$ cat src/rtl/alu_mc.sv
// Multi-cycle ALU with a valid/ready handshake on both sides.
// Logic ops and add/sub finish in one cycle; shifts and multiply iterate in BUSY.
module alu_mc #(
    parameter int DW = 8,
    parameter int SW = $clog2(DW)
) (
    input  logic          clk,
    input  logic          rst,
    input  logic          in_valid,
    output logic          in_ready,
    input  logic [2:0]    op,
    input  logic [DW-1:0] rd_data,
    input  logic [DW-1:0] rs1_data,
    output logic          out_valid,
    input  logic          out_ready,
    output logic [DW-1:0] result,
    output logic [3:0]    flags
);
    localparam int CW = SW + 1;
    localparam logic [CW-1:0] DW_CNT = CW'(DW);

    localparam logic [2:0] OP_ADD = 3'd0;
    localparam logic [2:0] OP_SUB = 3'd1;
    localparam logic [2:0] OP_AND = 3'd2;
    localparam logic [2:0] OP_OR  = 3'd3;
    localparam logic [2:0] OP_XOR = 3'd4;
    localparam logic [2:0] OP_SHL = 3'd5;
    localparam logic [2:0] OP_SHR = 3'd6;
    localparam logic [2:0] OP_MUL = 3'd7;

    typedef enum logic [1:0] {
        IDLE = 2'd0,
        BUSY = 2'd1,
        DONE = 2'd2
    } state_t;

    state_t            state_r, state_s;
    logic [2:0]        op_r;
    logic [CW-1:0]     cnt_r;
    logic [DW-1:0]     sh_r, mplier_r;
    logic [2*DW-1:0]   mcand_r, acc_r;

    logic              accept_s, imm_s, last_s;
    logic [SW-1:0]     k_s;
    logic [DW:0]       add_s, sub_s;
    logic [DW-1:0]     imm_res_s, sh_next_s, fin_res_s;
    logic              imm_c_s, imm_v_s, sh_c_s, fin_c_s;
    logic [2*DW-1:0]   acc_next_s;

    function automatic logic [3:0] mk_flags(input logic [DW-1:0] r, input logic c, input logic v);
        return {r[DW-1], (r == {DW{1'b0}}), c, v};
    endfunction

    assign in_ready  = (state_r == IDLE) && !rst;
    assign out_valid = (state_r == DONE);
    assign accept_s  = in_valid && in_ready;
    assign k_s       = rs1_data[SW-1:0];
    assign add_s     = {1'b0, rd_data} + {1'b0, rs1_data};
    assign sub_s     = {1'b0, rd_data} - {1'b0, rs1_data};
    assign last_s    = (cnt_r == {{(CW-1){1'b0}}, 1'b1});
    // Shifts with a zero amount complete immediately, passing the operand through.
    assign imm_s     = (op <= OP_XOR) || (((op == OP_SHL) || (op == OP_SHR)) && (k_s == {SW{1'b0}}));

    // Single-cycle result path, evaluated on the live request inputs.
    always_comb begin
        imm_res_s = rd_data;
        imm_c_s   = 1'b0;
        imm_v_s   = 1'b0;
        case (op)
            OP_ADD: begin
                imm_res_s = add_s[DW-1:0];
                imm_c_s   = add_s[DW];
                imm_v_s   = (rd_data[DW-1] == rs1_data[DW-1]) && (add_s[DW-1] != rd_data[DW-1]);
            end
            OP_SUB: begin
                imm_res_s = sub_s[DW-1:0];
                imm_c_s   = sub_s[DW];
                imm_v_s   = (rd_data[DW-1] != rs1_data[DW-1]) && (sub_s[DW-1] != rd_data[DW-1]);
            end
            OP_AND:  imm_res_s = rd_data & rs1_data;
            OP_OR:   imm_res_s = rd_data | rs1_data;
            OP_XOR:  imm_res_s = rd_data ^ rs1_data;
            default: imm_res_s = rd_data;
        endcase
    end

    // One iteration step of the shift or shift-add multiply, plus the final result select.
    always_comb begin
        sh_next_s  = sh_r;
        sh_c_s     = 1'b0;
        acc_next_s = mplier_r[0] ? (acc_r + mcand_r) : acc_r;
        if (op_r == OP_SHL) begin
            sh_next_s = sh_r << 1;
            sh_c_s    = sh_r[DW-1];
        end else begin
            sh_next_s = sh_r >> 1;
            sh_c_s    = sh_r[0];
        end
        if (op_r == OP_MUL) begin
            fin_res_s = acc_next_s[DW-1:0];
            fin_c_s   = |acc_next_s[2*DW-1:DW];
        end else begin
            fin_res_s = sh_next_s;
            fin_c_s   = sh_c_s;
        end
    end

    // State register.
    always_ff @(posedge clk) begin
        if (rst) begin
            state_r <= IDLE;
        end else begin
            state_r <= state_s;
        end
    end

    // Next-state logic.
    always_comb begin
        state_s = state_r;
        case (state_r)
            IDLE: begin
                if (accept_s) begin
                    state_s = imm_s ? DONE : BUSY;
                end else begin
                    state_s = IDLE;
                end
            end
            BUSY: begin
                if (last_s) begin
                    state_s = DONE;
                end else begin
                    state_s = BUSY;
                end
            end
            DONE: begin
                if (out_ready) begin
                    state_s = IDLE;
                end else begin
                    state_s = DONE;
                end
            end
            default: state_s = IDLE;
        endcase
    end

    // Operand capture, iteration registers and result/flag registers.
    always_ff @(posedge clk) begin
        if (rst) begin
            op_r     <= 3'd0;
            cnt_r    <= {CW{1'b0}};
            sh_r     <= {DW{1'b0}};
            mplier_r <= {DW{1'b0}};
            mcand_r  <= {(2*DW){1'b0}};
            acc_r    <= {(2*DW){1'b0}};
            result   <= {DW{1'b0}};
            flags    <= 4'd0;
        end else if (accept_s) begin
            op_r     <= op;
            sh_r     <= rd_data;
            mplier_r <= rs1_data;
            mcand_r  <= {{DW{1'b0}}, rd_data};
            acc_r    <= {(2*DW){1'b0}};
            cnt_r    <= (op == OP_MUL) ? DW_CNT : {1'b0, k_s};
            if (imm_s) begin
                result <= imm_res_s;
                flags  <= mk_flags(imm_res_s, imm_c_s, imm_v_s);
            end
        end else if (state_r == BUSY) begin
            sh_r     <= sh_next_s;
            mplier_r <= mplier_r >> 1;
            mcand_r  <= mcand_r << 1;
            acc_r    <= acc_next_s;
            cnt_r    <= cnt_r - {{(CW-1){1'b0}}, 1'b1};
            if (last_s) begin
                result <= fin_res_s;
                flags  <= mk_flags(fin_res_s, fin_c_s, 1'b0);
            end
        end
    end
endmodule

$ cat config.mk
export PLATFORM = sky130hd
export DESIGN_NAME = alu_mc
export DESIGN_NICKNAME = d
export VERILOG_FILES = /design/src/rtl/alu_mc.sv
export SDC_FILE = /design/constraint.sdc
export NUM_CORES = 1
export LEC_CHECK = 0
export BUFFER_PORTS_ARGS = -buffer_cell sky130_fd_sc_hd__clkbuf_2
export CORE_UTILIZATION = 35
export DETAILED_ROUTE_END_ITERATION = 8
export GPL_TIMING_DRIVEN = 0
export PLACE_DENSITY = 0.51
export SLEW_MARGIN = 0
export SYNTH_ARGS = -nofsm -noshare
export SYNTH_HDL_FRONTEND = slang
export SYNTH_SLANG_ARGS = --single-unit
$ cat constraint.sdc
create_clock -name clk -period 2.75 [get_ports clk]
set_input_delay 0.4125 -clock clk [delete_from_list [all_inputs] [get_ports clk]]
set_output_delay 0.4125 -clock clk [all_outputs]
set_load 0.01 [all_outputs]
==> key figures, run 1 <==
GRT
  • First-pass GRT wire length: 27.4 mm
  • Gr usage total: about a quarter
  • Vias in the first global route: a little under 5k
  • Initial antenna violation count: 0
  • Pin count of the biggest net entering global routing: 13
  • Total grt overflow: 0

Cells and area
  • Post-layout util: a little over two fifths
  • Post-layout net count: 805
  • # fillers: approximately 1.5k
  • Synth-to-layout area growth: 16.4%
  • Most frequent cells in the layout: nand2_1 (105), a21oi_1 (78), dfxtp_1 (67)
  • Layout cells sized above 1: between 10% and 20%
  • ANT cells: 0
  • Most common cell after layout, fill and taps aside: nand2_1

Power and ir drop
  • Worst vdd ir: approximately 330 uV
  • Leakage dissipation: 0.00246 uW
  • PD cells: ~500 mW/mm2

Worst setup path
  • Max Fanout on Critical Path: 3
  • CP Capture Type: flip-flop
  • Critical path cell sequence: ha_2 > fa_2 > a21o_1 > a31o_1 > a21oi_2 > o211ai_1 > o311a_1 > xor2_1 > a221o_1 > o31a_1
  • Crit-path leading delay family: compound AO/OA/AOI/OAI gates
  • Crit path required time: roughly 3.0 ns
  • Critical path type: reg -> reg
  • Startpoint Class: flip-flop
  • Slowest stage delay, CP: 0.35 ns
  • CP Data Arrival Time: 2.97 ns
  • Buffers and inverters on the worst path: 0
  • Flop2flop setup slack: ~0.009 ns
  • Slowest stage cell, crit path: fa_2

Logic synthesis
  • Synth cell types: 78
  • Largest family of logic cells by synthesized area: compound AO/OA/AOI/OAI gates
  • Seq cells post-synth: 68
  • Syn_area_per_cell: ~7.5 um2
  • Post-Syn Nets: ~760
  • Warnings, synthesis: 0
  • Sequential-to-total area share from yosys stat: about a quarter
  • Synth Area in Simple Gates: a little over a fifth
  • XOR/XNOR share of the synthesized area: 3.04%
  • Post-synthesis compound-gate area fraction: about 27%
  • Main synth FF type: dfxtp_1
  • Adder-Cell Fraction of Synth Area: between 10 and 15%
  • Share of flip-flops with an asynchronous set or reset: 0%
  • Post-synthesis mux area share: ~3.7%
  • Cell Area, Synth: about 0.0052 mm2
  • Cells after synthesis: slightly below 700
  • Post-synth EDFFs: 0

Timing
  • Fin. Hold Viols: 0
  • WHS: 0.347 ns
  • Worst Skew: 0.00501 ns
  • Least-Margin Pin Slew: 0.678 ns
  • RSZ-0062 raised after global routing: yes
  • Worst setup margin: 0.00876 ns
  • Final period util: ~100%
  • Fmax: approximately 0.36 GHz
  • Relative slew margins: 54.8%
  • Slew Viols, Final: 0
  • Crit path time final: 2.74 ns
  • Final setup violation count: 0

Clocking
  • Skew-Pair Late Insertion Delay: between 0.3 and 0.4 ns
  • CTS buffer count: 9
  • Clk buf depth: 2
  • CTS tree: built
  • H-tree depth: 3
  • Clk sink count: approximately 70
  • Clock transition at path regs: approximately 0.06 ns
  • Hold Buf Count CTS: 0
  • Clock root buffer master: clkbuf_16

Die
  • Die area: approximately 0.015 mm2
  • Initial Util: ~36%
  • Die height: roughly 120 um
  • I/O Pins: 37
  • Die width: about 120 um
  • Rows: 44
  • Core region area: between 0.01 and 0.015 mm2

Place
  • Post-Place Worst Slack: -0.698 ns
  • DP HPWL: 13.6 mm
  • I/O Buffers: 36
  • Final Wtd Congestion: roughly 0.9

Routing
  • Antenna-violating nets left: 0
  • Drt first-iter violations: approximately 370
  • Detailed-route wire length: ~18 mm
  • Drt pass-1 iters: 5
  • DRC: 0
  • DR WL/cell: roughly 19 um
  • Via count: about 5.2k
  • Vias per cell: 5.66

Min path
  • Worst Hold Class: in -> reg

Outcome
  • Status: finished, final reports clean

Flow run
  • Max-Cap Viols: 0
## worst register-to-register path: cells and delay by family, from the launching register on
kind,cells,cell delay (ns)
compound gates,7,1.54
fa+ha+maj,2,0.55
flops,1,0.34
xor+xnor,1,0.20
## repair_timing
item | CTS | global route
buffers inserted | 1 | 2
setup endpoints to repair | 5 | 5
resized for setup | 18 | 16
pin swaps | 3 | 8
## registers in the layout (all words and copies together), names as in the netlist
name and count:
acc_r 16, result 8, flags 3, op_r 3, state_r 2, sh_r 8, mcand_r 16, cnt_r 4
mplier_r 8
## synthesized netlist by cell type (8+ instances only)
cell type	n	area share, %
a211oi_1	10	1.4
a21o_1	11	1.6
a21oi_1	80	7.7
a22oi_1	13	1.9
a31oi_1	15	1.8
buf_1	8	0.58
clkbuf_1	26	1.9
dfxtp_1	68	26
ha_1	41	9.9
inv_1	27	2.0
mux2i_1	17	3.3
nand2_1	106	7.7
nand3_1	19	1.8
nor2_1	54	3.9
nor3_1	22	2.1
o21ai_0	26	2.5
xnor2_1	11	1.9
## routing by layer
layer / share of wire, % / global-route usage [%] / wire (um) / vias up
met5: 0 / 0 / 0 / -
met4: 3.2 / 10.2 / 559 / 0
met3: 4.1 / 3.57 / 727 / 32
met2: 44 / 37.2 / 7720 / 142
met1: 49 / 32.5 / 8610 / 2488
li1: - / - / - / 2582
## cell type report
cell class              instances  area, um2  share of cell area, %
plain buffers                  45        230                   3.82
clock buffers                   9        225                   3.73
clock inverters                 6       88.8                   1.47
inverters                      29        109                   1.80
multi-input cells             546       3580                   59.4
flip-flops and latches         68       1360                   22.6
well taps                     184        230                   3.82
repair buffers                 39        205                   3.40
## report_power, final
group | leakage (uW) | internal [uW] | switching (uW) | total (uW)
Combinational | 0.00176 | 234 | 418 | 652
Sequential | 0.000553 | 1030 | 39.1 | 1070
Clock | 0.000148 | 790 | 459 | 1250
## cell families (layout without fill, tap and decap cells)
group / Yosys count / after routing
AO/OA/AOI/OAI: 218 / 218
XOR/XNOR: 18 / 18
adder cells (fa/ha/maj): 44 / 44
buffers and inverters: 74 / 128
flip-flops: 68 / 68
multiplexers: 19 / 19
AND/OR/NAND/NOR: 247 / 247
## through the flow
step                      TNS (ns)  cells  total power, uW  cell area, um2
after floorplan                  0    688             1500            5180
after global placement       -1.99    908             1710            5590
after detailed placement     -2.19    908             1710            5590
after CTS                  -0.0217    924             2970            5970
after global routing       -0.0831    926             3090            6030
final                            0    926             2970            6030
## final timing paths
kind | start | endpoint | cells after the start
hold / removal | out_ready | state_r[1]$_SDFF_PP0_ | 3
setup / recovery | mcand_r[0]$_SDFFE_PP0P_ | flags[1]$_SDFFE_PP0P_ | 10
hold reg to reg | mplier_r[4]$_SDFFE_PP0P_ | mplier_r[4]$_SDFFE_PP0P_ | 2
setup reg to reg | mcand_r[0]$_SDFFE_PP0P_ | flags[1]$_SDFFE_PP0P_ | 10
Power figures use the tool's default switching activity.
==> run 2, diff against run 1 <==
--- a/config.mk
+++ b/config.mk
@@ -9,7 +9,7 @@
 export CORE_UTILIZATION = 35
 export DETAILED_ROUTE_END_ITERATION = 8
 export GPL_TIMING_DRIVEN = 0
-export PLACE_DENSITY = 0.51
+export PLACE_DENSITY = 0.49
 export SLEW_MARGIN = 0
 export SYNTH_ARGS = -nofsm -noshare
 export SYNTH_HDL_FRONTEND = slang
==> constraint.sdc (replaced) <==
create_clock -name clk -period 3.2 [get_ports clk]
set_input_delay 0.48 -clock clk [delete_from_list [all_inputs] [get_ports clk]]
set_output_delay 0.48 -clock clk [all_outputs]
set_load 0.01 [all_outputs]
==> run 2 against run 1 <==
  * Core utilization fell by 1.0 points
  * Critical path depth rose by 2
  * Final area fell by 2.4%
  * Sequential power decreased by 14%
  * Sequential share of layout area increased by 0.55 points
  * Cell count down 0.32%
  * Routed wire length grew 0.61%
  * Worst setup slack improved by 0.090 ns
  * Combinational power is 16% lower
  * Clock-buffer cell count increased by 2
  * Register-to-register slack gained 0.21 ns
  * Clock power shrank 26%
  * Highest routed layer unchanged
==> key figures, run 2 (same netlist as run 1, synthesis figures left out) <==
Outcome
  • Status: finished, final reports clean

Power and ir drop
  • Total power: between 2000 and 2500 uW
  • Leakage dissipation: ~0.0024 uW
  • Worst vdd ir: between 200 and 300 uV
  • PD cells: a little over 400 mW/mm2

Min path
  • Worst Hold Class: in -> reg

Timing
  • Final period util: between 90% and 100%
  • Worst setup margin: between 0.09 and 0.1 ns
  • Crit path time final: just over 3 ns
  • Relative slew margins: a little under three fifths
  • Final setup violation count: 0
  • Worst Skew: about 0.01 ns
  • Least-Margin Pin Slew: roughly 0.66 ns
  • Fmax: 0.323 GHz
  • Slew Viols, Final: 0
  • Fin. Hold Viols: 0

Place
  • Post-Place Worst Slack: -0.291 ns
  • I/O Buffers: 36
  • DP HPWL: 13.6 mm
  • Final Wtd Congestion: 0.910

GRT
  • Vias in the first global route: a little under 5k
  • Total grt overflow: 0
  • Met3 usage: ~4.5%
  • GR Layer Usage met1: between 30% and 40%
  • M2 GR Usage: 40.3%
  • Gr usage total: about a quarter
  • Initial antenna violation count: 0
  • First-pass GRT wire length: 27.7 mm
  • Busiest grt layer: met2
  • Pin count of the biggest net entering global routing: 12

Clocking
  • H-tree depth: 3
  • Clock root buffer master: clkbuf_16
  • Skew-Pair Late Insertion Delay: about 0.35 ns
  • CTS tree: built
  • CTS buffer count: 9
  • Clk buf depth: 2
  • Clock transition at path regs: around 0.060 ns
  • Post-CTS Setup Bufs: 0
  • Clk sink count: between 60 and 70

Cells and area
  • Synth-to-layout area growth: 13.6%
  • ANT cells: 0
  • Layout cells sized above 1: ~11%
  • Post-layout util: roughly 41%
  • Most common cell after layout, fill and taps aside: nand2_1
  • Largest registers: acc_r: 16 flops, mcand_r: 16 flops
  • Post-layout net count: ~800
  • Most frequent cells in the layout: nand2_1 (106), a21oi_1 (79), dfxtp_1 (68)

Flow run
  • Max-Cap Viols: 0

Routing
  • Drt pass-1 iters: 5
  • Antenna-violating nets left: 0
  • DR WL/cell: between 15 and 20 um
  • Drt first-iter violations: approximately 470
  • Via count: 5278
  • Detailed-route wire length: about 18 mm
  • DRC: 0
  • Vias per cell: roughly 5.7

Worst setup path
  • Max Fanout on Critical Path: 4
  • Crit path required time: roughly 3.4 ns
  • Startpoint Class: input port
  • CP Capture Type: flip-flop
  • CP Data Arrival Time: approximately 3.3 ns
  • Critical path type: in -> reg

Die
  • Die width: approximately 120 um
  • Core region area: 0.0145 mm2
  • Die area: ~0.015 mm2
  • Die height: between 100 and 150 um
  • I/O Pins: 37
  • Initial Util: 35.8%
  • Rows: 44
## run 2: changes by cell type in the layout (fill, tap and decap cells not counted), sizes merged
cell / before / now
buf: 22 / 16
bufinv: 2 / 0
clkbuf: 71 / 76
clkinv: 3 / 5
clkinvlp: 2 / 1
inv: 28 / 27
## run 2: critical path: stages
cell,delay [ns]
clkbuf_2,0.15
inv_1,0.08
ha_1,0.26
fa_1,0.44
o21ba_2,0.26
nor4_4,0.21
o31ai_1,0.15
a311oi_1,0.29
o41ai_2,0.20
a2111oi_2,0.37
o2111ai_1,0.17
o31a_1,0.26
## run 2: timing repair
action / CTS / global route
hold buffers: 0 / 0
resized for setup: 0 / 5
setup endpoints to repair: 0 / 1
## run 2: path summary, 6_finish.rpt
| check | startpoint | endpoint | slack, ns | depth (start not counted) |
|---|---|---|---|---|
| max reg2reg | mcand_r[0]$_SDFFE_PP0P_ | flags[1]$_SDFFE_PP0P_ | 0.22 | 10 |
| min reg2reg | result[2]$_SDFFE_PP0P_ | result[2]$_SDFFE_PP0P_ | 0.45 | 2 |
| max | rd_data[0] | flags[1]$_SDFFE_PP0P_ | 0.1 | 12 |
| min | out_ready | state_r[1]$_SDFF_PP0_ | 0.41 | 3 |
## run 2: final cells by class
class,instances,area [um2]
Buffer,45,229
Clock buffer,11,243
Clock inverter,4,26.3
Fill cell,1555,8590
Inverter,29,109
Multi-Input combinational cell,546,3510
Sequential cell,68,1360
Tap cell,184,230
Timing Repair Buffer,36,180
## run 2: layer usage
| metal | vias to the layer above | share of wire (%) |
|---|---|---|
| met5 | - | 0 |
| met4 | 0 | 2.2 |
| met3 | 27 | 5.0 |
| met2 | 152 | 48 |
| met1 | 2520 | 45 |
| li1 | 2579 | - |
## run 2: power breakdown
group,internal [uW],switching (uW),total (uW)
Combinational,194,354,548
Sequential,886,33.8,920
Clock,540,392,931
## run 2: metrics by stage
stage	instances	area [um2]	TNS, ns	hold slack [ns]
floorplan	688	5180	0	0.436
global placement	908	5590	-0.313	0.443
detailed placement	908	5590	-0.291	0.446
CTS	923	5860	0	0.409
global route	923	5890	-0.00452	0.428
finish	923	5890	0	0.411
==> run 3, diff against run 2 <==
--- a/config.mk
+++ b/config.mk
@@ -9,6 +9,7 @@
 export CORE_UTILIZATION = 35
 export DETAILED_ROUTE_END_ITERATION = 8
 export GPL_TIMING_DRIVEN = 0
+export MAX_ROUTING_LAYER = met4
 export PLACE_DENSITY = 0.49
 export SLEW_MARGIN = 0
 export SYNTH_ARGS = -nofsm -noshare
==> run 3 against run 2 <==
  * Critical path depth down 1
  * Register-to-register slack hardly changed
  * Via count up 1.3%
  * Final area is 0.17% higher
  * Power grew 0.28%
  * Flip-flop and latch count unchanged
  * Clock skew down 0.0020 ns
  * Sequential power hardly changed
  * Die area unchanged
  * Worst hold slack worse by 0.0045 ns
  * Worst setup slack better by 0.025 ns
==> key figures, run 3 (same netlist as run 1, synthesis figures left out) <==
Cells and area
  • Synth-to-layout area growth: 13.8%
  • Layout cells sized above 1: a little under an eighth
  • Most frequent cells in the layout: nand2_1 (106), a21oi_1 (79), dfxtp_1 (68)
  • Largest registers: acc_r: 16 flops, mcand_r: 16 flops
  • Most common cell after layout, fill and taps aside: nand2_1
  • ANT cells: 0
  • Post-layout net count: between 800 and 900

Worst setup path
  • Worst Setup SP: rs1_data[0]
  • Flop2flop setup slack: between 0.2 and 0.25 ns
  • Worst R2R End: flags[1]$_SDFFE_PP0P_
  • CP Capture Point: flags[1]$_SDFFE_PP0P_
  • R2r startpoint: mcand_r[0]$_SDFFE_PP0P_
  • Critical path type: in -> reg
  • Max Fanout on Critical Path: 7
  • Crit path required time: between 3 and 4 ns
  • CP Capture Type: flip-flop
  • CP Data Arrival Time: ~3.3 ns
  • Startpoint Class: input port
  • Cells on worst reg2reg path: 10

Routing
  • DR WL/cell: approximately 19 um
  • Detailed-route wire length: around 17 mm
  • Vias per cell: 5.79
  • Via count: between 5k and 6k
  • DRC: 0
  • Antenna-violating nets left: 0
  • Drt pass-1 iters: 5
  • Drt first-iter violations: ~430

Timing
  • WHS: slightly above 0.4 ns
  • Crit path time final: slightly above 3 ns
  • Final setup violation count: 0
  • Fmax: approximately 0.33 GHz
  • Worst Skew: ~0.0083 ns
  • Final period util: between 90% and 100%
  • Slew Viols, Final: 0
  • Fin. Hold Viols: 0
  • Least-Margin Pin Slew: about 0.61 ns
  • Relative slew margins: a little under 60%
  • RSZ-0062 raised after global routing: no

GRT
  • Met3 usage: 4.99%
  • First-pass GRT wire length: between 20 and 30 mm
  • Pin count of the biggest net entering global routing: 14
  • GR Layer Usage met1: between 30% and 40%
  • Vias in the first global route: between 4k and 5k
  • Total grt overflow: 0
  • Gr usage total: about a quarter
  • M2 GR Usage: around two fifths
  • Busiest grt layer: met2
  • Initial antenna violation count: 0

Clocking
  • CTS tree: built
  • Clock root buffer master: clkbuf_16
  • H-tree depth: 3
  • Clk sink count: 68
  • CTS buffer count: 9
  • Clock transition at path regs: around 0.06 ns
  • Clk buf depth: 2
  • Skew-Pair Late Insertion Delay: roughly 0.35 ns

Die
  • Core region area: around 0.014 mm2
  • I/O Pins: 37
  • Die width: approximately 120 um
  • Initial Util: a little over a third
  • Rows: 44
  • Die area: between 0.015 and 0.02 mm2
  • Die height: about 120 um

Power and ir drop
  • Total power: between 2000 and 2500 uW
  • Leakage dissipation: around 0.0024 uW
  • PD cells: about 400 mW/mm2
  • Worst vdd ir: between 200 and 300 uV

Outcome
  • Status: finished, final reports clean

Flow run
  • Max-Cap Viols: 0

Place
  • I/O Buffers: 36
  • DP HPWL: ~13 mm
  • Final Wtd Congestion: around 0.9

Min path
  • Worst Hold Class: in -> reg
-- run 3: through the flow --
| step | util, % | cell area (um2) | setup TNS (ns) | setup slack, ns | cells |
|---|---|---|---|---|---|
| 4_1_cts | 40.6 | 5870 | 0 | 0.0592 | 924 |
| 2_1_floorplan | - | 5180 | 0 | 0.396 | 688 |
| 3_3_place_gp | 38.6 | 5590 | -0.335 | -0.299 | 908 |
| 5_1_grt | 40.7 | 5900 | 0 | 0.0598 | 924 |
| 6_report | 40.7 | 5900 | 0 | 0.125 | 924 |
| 3_5_place_dp | 38.6 | 5590 | -0.352 | -0.310 | 908 |
-- run 3: report_power, final --
group	leakage (uW)	switching, uW	internal (uW)
Combinational	0.00174	351	194
Sequential	0.000553	33.6	886
Clock	0.000128	416	526
Total	0.00242	800	1610
-- run 3: cell type report --
class,count,area (um2)
Buffer,45,229
Clock buffer,9,225
Clock inverter,7,53.8
Fill cell,1506,8580
Inverter,29,109
Multi-Input combinational cell,546,3510
Sequential cell,68,1360
Tap cell,184,230
Timing Repair Buffer,36,180
-- run 3: worst min path at each step --
stage / startpoint / to / cells after the start
after detailed placement: mplier_r[3]$_SDFFE_PP0P_ / mplier_r[3]$_SDFFE_PP0P_ / 2
final: out_ready / state_r[1]$_SDFF_PP0_ / 3
after CTS: out_ready / state_r[1]$_SDFF_PP0_ / 3
after global placement: mplier_r[3]$_SDFFE_PP0P_ / mplier_r[3]$_SDFFE_PP0P_ / 2
after floorplan: mplier_r[1]$_SDFFE_PP0P_ / mplier_r[1]$_SDFFE_PP0P_ / 2
after global routing: rs1_data[7] / mplier_r[7]$_SDFFE_PP0P_ / 3
-- run 3: worst max-delay path, cell delays in order --
cell	delay, ns
clkbuf_2	0.19
ha_1	0.27
fa_1	0.43
a21o_1	0.17
a21oi_1	0.25
o21ai_1	0.19
a211oi_2	0.35
o41ai_2	0.18
a2111oi_2	0.37
o2111ai_1	0.15
o31a_1	0.26
-- run 3: routing by layer --
layer | wire (um) | vias to the layer above
li1 | - | 2580
met1 | 7960 | 2559
met2 | 8200 | 177
met3 | 918 | 30
met4 | 375 | 0
met5 | 0 | -
-- run 3: timing repair --
item                                   in CTS  in global routing
endpoints found under the hold margin       0                  0
setup endpoints to repair                   0                  1
resized for setup                           0                  5
buffers inserted                            0                  0
hold buffers                                0                  0
